<file path="config.mk">
export PLATFORM = sky130hd
export DESIGN_NAME = seg_scan_ctrl
export DESIGN_NICKNAME = d
export VERILOG_FILES = /design/src/rtl/seg_scan_ctrl.sv
export SDC_FILE = /design/constraint.sdc
export NUM_CORES = 1
export LEC_CHECK = 0
export CAP_MARGIN = 20
export CORE_MARGIN = 3
export CORE_UTILIZATION = 50
export CTS_CLUSTER_SIZE = 20
export DETAILED_ROUTE_END_ITERATION = 8
export MAX_ROUTING_LAYER = met4
export PLACE_DENSITY = 0.79
export SYNTH_ARGS = -nofsm -noshare
export SYNTH_HDL_FRONTEND = slang
export SYNTH_SLANG_ARGS = --single-unit
</file>
<file path="constraint.sdc">
create_clock -name clk -period 2.6 [get_ports clk]
set_clock_uncertainty 0.15 [all_clocks]
set_input_delay 0.52 -clock clk [delete_from_list [all_inputs] [get_ports clk]]
set_output_delay 0.52 -clock clk [all_outputs]
set_load 0.02 [all_outputs]
</file>
<file path="src/rtl/seg_scan_ctrl.sv">
// Four-digit multiplexed 7-segment scanner with per-frame shadowing of the display
// data, PWM brightness, leading-zero blanking and a dead cycle at the end of each slot.

module seg_dec (
  input  logic [3:0] nib,
  output logic [6:0] seg
);
  always_comb begin
    seg = 7'h00;
    case (nib)
      4'h0: seg = 7'h3F;
      4'h1: seg = 7'h06;
      4'h2: seg = 7'h5B;
      4'h3: seg = 7'h4F;
      4'h4: seg = 7'h66;
      4'h5: seg = 7'h6D;
      4'h6: seg = 7'h7D;
      4'h7: seg = 7'h07;
      4'h8: seg = 7'h7F;
      4'h9: seg = 7'h6F;
      4'hA: seg = 7'h77;
      4'hB: seg = 7'h7C;
      4'hC: seg = 7'h39;
      4'hD: seg = 7'h5E;
      4'hE: seg = 7'h79;
      4'hF: seg = 7'h71;
      default: seg = 7'h00;
    endcase
  end
endmodule

module seg_scan_ctrl #(
  parameter int CLK_FREQ = 200_000_000,
  parameter int SCAN_HZ  = 1000
) (
  input  logic        clk,
  input  logic        arst,
  input  logic        en,
  input  logic [15:0] digits,
  input  logic [3:0]  dp_in,
  input  logic        blank_lz,
  input  logic [3:0]  duty,
  output logic [3:0]  seg_sel,
  output logic [7:0]  seg_led,
  output logic        frame_tick
);
  localparam int SLOT_CYC = CLK_FREQ / SCAN_HZ;
  localparam int PH_DIV   = SLOT_CYC / 16;
  localparam int SW       = (PH_DIV > 1) ? $clog2(PH_DIV) : 1;
  localparam int NUM_DIG  = 4;

  if (SLOT_CYC < 16 || (SLOT_CYC % 16) != 0) begin : g_bad_cfg
    $error("seg_scan_ctrl: SLOT_CYC must be >= 16 and a multiple of 16");
  end

  typedef struct packed {
    logic [15:0] digits;
    logic [3:0]  dp;
    logic        blank_lz;
    logic [3:0]  duty;
  } frame_t;

  // slot_cnt is kept split as {phase, sub_cnt}: slot_cnt = phase*PH_DIV + sub_cnt,
  // which gives the PWM phase directly without a divider.
  logic [SW-1:0] sub_cnt;
  logic [3:0]    phase;
  logic [1:0]    dig_idx;
  logic          sub_end, slot_end, frame_end;
  frame_t        sh;

  assign sub_end   = (sub_cnt == SW'(PH_DIV - 1));
  assign slot_end  = sub_end && (phase == 4'hF);
  assign frame_end = slot_end && (dig_idx == 2'd3);

  always_ff @(posedge clk or posedge arst) begin
    if (arst) begin
      sub_cnt <= '0;
      phase   <= '0;
      dig_idx <= '0;
    end else begin
      sub_cnt <= sub_end ? '0 : sub_cnt + 1'b1;
      if (sub_end)  phase   <= phase + 1'b1;
      if (slot_end) dig_idx <= dig_idx + 1'b1;
    end
  end

  always_ff @(posedge clk or posedge arst) begin
    if (arst) begin
      sh         <= '0;
      frame_tick <= 1'b0;
    end else begin
      frame_tick <= frame_end;
      if (frame_end) sh <= '{digits: digits, dp: dp_in, blank_lz: blank_lz, duty: duty};
    end
  end

  // Digit g (0 = most significant) shows nibble digits[15-4g -: 4] and dp bit 3-g.
  logic [NUM_DIG-1:0][6:0] dec_seg;
  logic [NUM_DIG-1:0]      blank;
  logic [NUM_DIG-1:0][7:0] dig_led;

  for (genvar g = 0; g < NUM_DIG; g++) begin : g_dig
    seg_dec u_dec (
      .nib (sh.digits[15-4*g -: 4]),
      .seg (dec_seg[g])
    );
    if (g == NUM_DIG - 1) begin : g_last
      assign blank[g] = 1'b0;
    end else begin : g_lz
      assign blank[g] = sh.blank_lz && (sh.digits[15 -: 4*(g+1)] == '0);
    end
    assign dig_led[g] = {sh.dp[NUM_DIG-1-g], blank[g] ? 7'h00 : dec_seg[g]};
  end

  logic lit;
  assign lit = en && !slot_end && (phase <= sh.duty);

  always_ff @(posedge clk or posedge arst) begin
    if (arst) begin
      seg_sel <= '0;
      seg_led <= '0;
    end else if (lit) begin
      seg_sel <= 4'b0001 << dig_idx;
      seg_led <= dig_led[dig_idx];
    end else begin
      seg_sel <= '0;
      seg_led <= '0;
    end
  end
endmodule

</file>
Yosys cells after proc, flatten, opt, wreduce, memory -nomap -nowiden

Memories as Yosys holds them, arrays and structs flattened.
Index checks and enable logic that the tools add are counted.

Add/sub/neg operators: 3
Order comparisons: 2
Equality and inequality tests: 3
Shift-type cells: 1
Mux-type cells: 8
Reductions and logical operators: 11

Operator list:

| kind                                                | count |
|---|---|
| two-way mux 7 bit                                   | 3 |
| binary-select mux 8 bit (select 2 bit)              | 1 |
| two-way mux 8 bit                                   | 2 |
| adder 14 x 1 -> 14 bit (second input constant)      | 1 |
| == test 14 bit (second input constant)              | 1 |
| two-way mux 14 bit                                  | 1 |
| logical NOT 12 bit                                  | 1 |
| logical NOT 8 bit                                   | 1 |
| logical AND 1 bit                                   | 7 |
| adder 4 x 1 -> 4 bit (second input constant)        | 1 |
| == test 4 bit (second input constant)               | 1 |
| less-or-equal comparator 4 bit                      | 1 |
| logical NOT 4 bit                                   | 1 |
| two-way mux 4 bit                                   | 1 |
| << shifter 1 x 2 -> 4 bit (first input constant)    | 1 |
| < comparator 2 x 3 -> 1 bit (second input constant) | 1 |
| adder 2 x 1 -> 2 bit (second input constant)        | 1 |
| == test 2 bit (second input constant)               | 1 |
| logical NOT 1 bit                                   | 1 |

Bits in registers: 58
Bits in read-only memories: 448
Input port bits: 28
Logic and storage cells: 42
Memories kept: 4

Memories:

| memory           | depth | bits a word | read ports | clocked after Yosys merged registers in | wr ports | RTL line | RTL |
|---|---|---|---|---|---|---|---|
| (name not given) | 16    | 7           | 1          | 0                                       | 0        | 10       | `case (nib)` |
| (name not given) | 16    | 7           | 1          | 0                                       | 0        | 10       |  |
| (name not given) | 16    | 7           | 1          | 0                                       | 0        | 10       |  |
| (name not given) | 16    | 7           | 1          | 0                                       | 0        | 10       |  |

Depth between registers and ports, before layout

Gate-level depths: netlist of the first run.

Word-level depth: 6
Gate-level depth with buffers: 8
Depth with buffers taken out: 7

Cells and area by module

A second synthesis of the first run with hierarchy kept.

Cells, all modules: 349
Area total of the unflattened synthesis: 3,888.7 um^2

By module, submodules not included:

| module        | instances | cells each | area each (um^2) | sequential area each (um^2) |
|---|---|---|---|---|
| seg_scan_ctrl | 1         | 217        | 2,737.6          | 1,451.4 |
| seg_dec       | 4         | 33         | 287.8            | 0.0 |

Worst setup path before layout of the first run

No wires, ideal clock.

Path kind: reg2reg
From: reg sub_cnt[0]
To: reg sh (netlist bit dig_led[7])
Arrival: 2.238 ns
Required time: 2.325 ns
Slack: 0.087 ns
Stages on the path, launching flop included: 9
Path buffers: 2
Clock period less this slack: 2.513 ns
Path through: dfrtp_1 > ha_1 > or4b_4 > nor4_4 > and4_1 > buf_4 > nand2_4 > buf_6 > mux2_4

Longest elaborated chain between the ends: 3

Ends and longest elaborated chain:

| item                     | RTL line | RTL |
|---|---|---|
| start: declaration       | 65       | `logic [SW-1:0] sub_cnt;` |
| start signal: assignment | 81       | `sub_cnt <= sub_end ? '0 : sub_cnt + 1'b1;` |
| == test 14 bit           | 71       | `assign sub_end = (sub_cnt == SW'(PH_DIV - 1));` |
| logical AND 1 bit        | 72       | `assign slot_end = sub_end && (phase == 4'hF);` |
| logical AND 1 bit        | 73       | `assign frame_end = slot_end && (dig_idx == 2'd3);` |
| end signal: assignment   | 93       | `if (frame_end) sh <= '{digits: digits, dp: dp_in, blank_lz: blank_lz, duty: duty};` |
| end: declaration         | 69       | `frame_t sh;` |

No other way between the ends.
A chain may end at the register's enable or synchronous reset.

Worst setup path in the final report of the first run

From: reg sub_cnt[1]
To: reg seg_led[0]

Longest elaborated chain between the ends: 6

Ends and longest elaborated chain:

| item                            | RTL line | RTL |
|---|---|---|
| == test 14 bit                  | 71       |  |
| logical AND 1 bit               | 72       |  |
| logical NOT 1 bit               | 116      | `assign lit = en && !slot_end && (phase <= sh.duty);` |
| logical AND 1 bit (2 in series) | 116      |  |
| two-way mux 8 bit               | 122      | `end else if (lit) begin` |
| end signal: assignment          | 124      | `seg_led <= dig_led[dig_idx];` |
| end: declaration                | 44       | `output logic [7:0] seg_led,` |

No other way between the ends.

==> key figures, run 1 <==
Run status
  • Status: complete, no violations

Timing
  • Period utilization: 0.944
  • Fmax: a little over 400 MHz
  • Hold Vio Cnt, Final: 0
  • Min Tclk post-route: between 2 and 2.5 ns
  • RSZ-0062 raised after global routing: false
  • Fin. max-slew vios: 0
  • Worst Max-Slew Pin Slew: between 0.6 and 0.7 ns
  • Slew HR: 0.578
  • Final setup vio count: 0

Critical path
  • Worst Path Buf+Inv: 2
  • Reg-to-Reg Start: sub_cnt[1]
  • Cell family with the largest share of critical-path delay: simple AND/OR/NAND/NOR gates
  • CP Class: reg -> reg
  • CP max-delay cell: or4b_4
  • Worst setup EP type: register
  • Crit-path cells: ha_1 > or4b_4 > nor4_4 > and4_4 > buf_4 > nand3b_1 > buf_4 > a311oi_1
  • Crit path max fanout: 7
  • Worst R2R Path Depth: 8
  • Most used cell, CP: buf_4
  • Critical R2R Capture: seg_led[0]
  • CP peak stage delay: roughly 0.48 ns
  • Worst setup SP type: register
  • Critical path required time: roughly 2.6 ns
  • Worst EP arrival: 2.48 ns
  • Flop2flop setup slack: ~0.15 ns

Clock network
  • Clock transition at path regs: around 0.060 ns
  • CTS tree: done
  • Clk_lat worst skew: 0.33 ns
  • Clock Tree Buf Depth: 2
  • Clock sink total: a little under 60
  • H-Tree Depth: 3
  • Num CTS Buffers: 9
  • Root buf cell: clkbuf_8

Placement
  • Placer congestion estimate: roughly 0.87
  • I/O Buffers: 40
  • Placed Area: between 4000 and 5000 sq um
  • Detailed Place HPWL: between 5 and 6 mm
  • Placed cells: about 480

Drt
  • Via Count: approximately 2800
  • Post-route DRC: 0
  • First drt pass iteration count: 4
  • Final wirelength: between 7 and 8 mm
  • Via/cell ratio: between 5 and 6
  • Routed len/inst: about 16 um
  • Antenna viol nets, final: 0
  • Iter 0 DRT Violations: about 200

Synthesis
  • Post-synth EDFFs: 0
  • Synthesized area per cell: 10.5 sq um
  • Netlist Area Pre-Place: ~3700 sq um
  • FF+latch count, synth: between 50 and 60
  • Syn Nets: around 400
  • Post-synth cell types: 49
  • Sequential area share after synthesis: 0.394
  • Ys async rst share: 1.00
  • Ys Warns: 0
  • Syn Inst Count: 350
  • Most used DFF post-synth: dfrtp_1

Final layout
  • Fin cells: slightly below 500
  • Final core utilization: 0.631
  • Area occupied by multi-input gates: 2050 sq um
  • Most common cell after layout, fill and taps aside: dfrtp_1
  • Share of cells above drive strength 1: 0.170
  • Inserted Diodes: 0
  • Commonest non-fill, non-tap cells in the layout: dfrtp_1, clkdlybuf4s50_1, ha_1
  • Finished Cell Area: approximately 4400 sq um
  • Area Overhead vs Synth: 19.6%
  • Layout filler cell count: 560
  • Register area: between 1000 and 1500 sq um
  • Final Net Count: between 400 and 500

Worst hold path
  • WHS Path Cells: 1
  • Worst hold start: sub_cnt[8]
  • Worst hold path type: reg -> reg
  • Worst hold endpoint: sub_cnt[8]

Global route
  • GRT overflow: 0
  • First-pass GRT wire length: ~13 mm
  • Vias in the first global route: about 2700
  • Overall Global Routing Usage: 0.202
  • Initial antenna violation count: 0
  • Largest net degree at the start of global routing: about 60

Pwr
  • Clk pwr share: 0.351
  • Combinational fraction of design power: 0.145
  • Static leakage: 2.05 nW
  • Peak supply drop: 0.269 mV
  • Power per standard cell area: between 400 and 500 nW/um^2
  • Reg power frac: 0.504
  • Sw Pwr: ~0.5 mW
  • Cell internal pwr: 1.42 mW
  • Sw Ratio: 0.262

Floorplan
  • Die Wd: slightly above 90 um
  • Initial Util: 0.528
  • Die ar.: 8430 sq um
  • Die Ht: a little over 90 um
  • Io pins: a little over 40
  • Core area: between 6000 and 7000 sq um
  • Row cnt: 30

Job
  • Maxcap violations: 0
==> repair_timing <==
item                                    CTS  global route
hold buffers                              0             0
setup buffers                             0             1
resized for setup                         1             3
endpoints found under the setup margin   22            31
cloned                                    0             1
pin swaps                                 0             2
==> layer usage <==
metal | part of all wire | global-route usage | vias to the layer above
met5 | 0 | - | -
met4 | 0.021 | 0.0842 | 0
met3 | 0.046 | 0.0304 | 17
met2 | 0.48 | 0.323 | 88
met1 | 0.45 | 0.259 | 1327
li1 | - | - | 1330
==> cells in the mapped netlist, types with 3 or more instances <==
cell type  number  share of area
mux2_4         19          0.077
a31oi_1         3         0.0051
mux2i_1         5          0.014
mux2_2          9          0.028
xnor2_1         9          0.021
a311oi_1        9          0.021
mux4_2          5          0.031
clkbuf_1       15          0.015
nand3_1         8          0.011
nor2b_1         8          0.014
a21oi_1        10          0.014
nor3b_1         3         0.0061
inv_1          32          0.033
ha_1           34           0.12
dfrtp_1        58           0.39
xor2_1          8          0.019
a221oi_1        3         0.0071
nor3_1         12          0.016
o21ai_0        13          0.018
nand2_1        17          0.017
a211oi_1        5          0.010
nor2_1         27          0.028
o211ai_1        3         0.0061
==> how the worst max path moves through the flow <==
stage                     startpoint          to  slack, ns  cells past startpoint
after detailed placement  sub_cnt[0]      sh[11]      -0.02                      6
after CTS                 sub_cnt[0]       sh[9]       0.03                      6
after global placement    sub_cnt[0]      sh[13]       0.09                      6
after global routing      sub_cnt[1]  seg_led[6]       0.02                      8
after floorplan           sub_cnt[0]  dig_led[7]       0.09                      8
final                     sub_cnt[1]  seg_led[0]       0.15                      8
==> flip-flops by register name, indices dropped and copies added (netlist names) <==
name        count
dig_idx         2
dig_led         4
frame_tick      1
phase           4
seg_led         8
seg_sel         4
sh             21
sub_cnt        14
==> cell type report <==
type | count | area share
clock inverter | 3 | 0.00398
inverter | 33 | 0.0281
timing repair buffer | 53 | 0.116
clock buffer | 12 | 0.0307
multi-input combinational | 241 | 0.465
sequential | 58 | 0.329
tap | 96 | 0.0273
==> worst register-to-register path, cell delays in order, from the launching register on <==
cell	delay (ns)
dfrtp_1	0.37
ha_1	0.18
or4b_4	0.48
nor4_4	0.29
and4_4	0.33
buf_4	0.15
nand3b_1	0.13
buf_4	0.16
a311oi_1	0.06
==> power by group through the flow <==
stage	sequential, mW	combinational, mW	clock [mW]
after floorplan	0.983	0.167	0
after global placement	0.987	0.268	0
after detailed placement	0.989	0.275	0
after CTS	0.972	0.278	0.696
after global routing	0.978	0.306	0.741
final	0.972	0.279	0.676
==> kinds of logic after synthesis <==
| group | count (synthesis) | synth area share |
|---|---|---|
| mux | 38 | 0.149 |
| buf+inv | 52 | 0.0584 |
| fa+ha+maj | 34 | 0.115 |
| flops | 58 | 0.394 |
| simple gates | 93 | 0.133 |
| compound gates | 58 | 0.109 |
| xor+xnor | 17 | 0.0404 |
==> stage by stage <==
step	power (mW)	worst slack [ns]	TNS (ns)	hold slack, ns
3_5_place_dp	1.26	-0.0179	-0.240	0.336
2_1_floorplan	1.15	0.0874	0	0.297
6_report	1.93	0.147	0	0.344
3_3_place_gp	1.25	0.0903	0	0.318
4_1_cts	1.95	0.0267	0	0.345
5_1_grt	2.03	0.0208	0	0.363
(Power assumes the default switching activity.)
==> inputs of run 2 (changes only) <==
- clock period: 2.6 -> 2.2 ns (I/O delays scaled with it)
==> key figures, run 2 (synthesis results as in run 1) <==
Run status
  • Status: complete, but fails checks
  • Failing checks: negative setup slack

Pwr
  • Power, Total: around 2.5 mW
  • Power per standard cell area: 538 nW/um^2
  • Static leakage: between 2 and 2.5 nW
  • Peak supply drop: approximately 0.27 mV

Timing
  • RSZ-0062 raised after global routing: true
  • TNS Setup: -3.01 ns
  • Hold Vio Cnt, Final: 0
  • Final setup vio count: 37
  • Min Tclk post-route: approximately 2.3 ns
  • Fin. max-slew vios: 0
  • Fmax: 435 MHz
  • Worst Max-Slew Pin Slew: slightly below 0.5 ns
  • Slew HR: 0.678
  • Period utilization: 1.05
  • Setup WS post-layout: -0.101 ns

Floorplan
  • Die Ht: roughly 92 um
  • Die ar.: ~8400 sq um
  • Io pins: approximately 40
  • Die Wd: between 90 and 100 um
  • Initial Util: 0.528
  • Row cnt: 30
  • Core area: roughly 7000 sq um

Drt
  • First drt pass iteration count: 4
  • Via Count: between 2000 and 3000
  • Routed len/inst: 14.9 um
  • Via/cell ratio: 5.35
  • Final wirelength: just under 8 mm
  • Iter 0 DRT Violations: ~190
  • Antenna viol nets, final: 0
  • Post-route DRC: 0

Clock network
  • Num CTS Buffers: 9
  • CTS tree: done
  • Setup bufs post-CTS: 0
  • Hold_buf cts: 0
  • H-Tree Depth: 3
  • Clock transition at path regs: 0.08 ns
  • Root buf cell: clkbuf_8
  • Clock Tree Buf Depth: 2
  • Clk_lat worst skew: around 0.34 ns
  • Clock sink total: just under 60

Final layout
  • Area occupied by multi-input gates: slightly above 2000 sq um
  • Final Net Count: ~480
  • Max reg flops: 21
  • Inserted Diodes: 0
  • Regs by FF count: sh: 21 flops, sub_cnt: 14 flops, seg_led: 8 flops
  • Most common cell after layout, fill and taps aside: dfrtp_1
  • Fin cells: a little over 500
  • Register name with the most flops: sh
  • Finished Cell Area: about 4600 sq um
  • Area Overhead vs Synth: 25.7%
  • Commonest non-fill, non-tap cells in the layout: dfrtp_1, clkdlybuf4s50_1, ha_1
  • Register area: around 1500 sq um
  • Layout filler cell count: 536
  • Share of cells above drive strength 1: 0.221

Worst hold path
  • Worst hold path type: in -> async

Placement
  • Placer congestion estimate: about 0.92
  • Placed Area: between 4000 and 5000 sq um
  • Dpl ws: -0.0927 ns
  • I/O Buffers: 40
  • Placed cells: roughly 500
  • Detailed Place HPWL: roughly 5.7 mm

Global route
  • Largest net degree at the start of global routing: 23
  • Initial antenna violation count: 0
  • Overall Global Routing Usage: 0.202
  • First-pass GRT wire length: ~13 mm
  • GRT overflow: 0
  • Vias in the first global route: 2726

Critical path
  • Critical path required time: 2.24 ns
  • Crit path max fanout: 7
  • CP max-delay cell: or4b_4
  • Worst setup SP type: register
  • CP peak stage delay: ~0.55 ns
  • Worst EP arrival: 2.34 ns
  • Worst setup EP type: register
  • CP Class: reg -> reg
  • Crit-path cells: or4b_4 > nor4_4 > and4_4 > buf_4 > nand3b_1 > buf_6 > a311oi_1

Job
  • Maxcap violations: 0
[run 2: cell count changes in the layout (fill, tap and decap cells not counted), sizes merged]
cell      change
buf          +21
clkbuf        -3
clkinvlp      +3
clkinv        -2
bufinv        +1
nand2         -1
inv           +2
[run 2: layout make-up]
class / instances / share of cell area
multi-input cells: 240 / 0.437
flip-flops and latches: 58 / 0.313
repair buffers: 74 / 0.153
clock buffers: 9 / 0.0267
inverters: 33 / 0.0267
well taps: 96 / 0.0259
clock inverters: 7 / 0.0167
[run 2: where the power goes]
group          switching (mW)  total [mW]  internal [mW]  leakage, nW
clock                   0.468       0.998          0.530       0.0885
sequential             0.0316        1.13           1.10        0.725
combinational           0.166       0.361          0.194         1.36
total                   0.666        2.49           1.83         2.18
[run 2: metal layers]
metal	GRT usage	vias to the layer above	wire, um
li1	-	1361	-
met1	0.258	1316	3470
met2	0.316	71	3740
met3	0.0377	18	317
met4	0.0891	0	175
met5	-	-	0
[run 2: timing repair]
item / 4_1_cts / 5_1_grt
gates resized for setup: 2 / 0
endpoints found under the setup margin: 37 / 37
gates cloned: 0 / 0
[run 2: metrics by stage]
stage | hold slack (ns) | utilization
floorplan | 0.297 | -
global placement | 0.323 | 0.634
detailed placement | 0.323 | 0.634
CTS | 0.310 | 0.663
global route | 0.330 | 0.663
finish | 0.296 | 0.663
[run 2: worst paths after layout]
kind / startpoint / to / slack (ns) / depth (start not counted)
worst max-delay path: sub_cnt[2] / seg_led[6] / -0.10 / 7
worst min-delay path: arst / sh[24] / 0.30 / 2
worst max register to register: sub_cnt[2] / seg_led[6] / -0.10 / 7
worst min register to register: sub_cnt[11] / sub_cnt[11] / 0.34 / 1
max in group asynchronous: arst / dig_idx[1] / 1.12 / 3
min in group clk: sub_cnt[11] / sub_cnt[11] / 0.34 / 1
[run 2: worst max-delay path, delay by kind of cell, from the launching register on]
kind,cells,cell delay (ns)
AND/OR/NAND/NOR,4,1.27
buffers and inverters,2,0.28
AO/OA/AOI/OAI,1,0.05
flip-flops,1,0.39
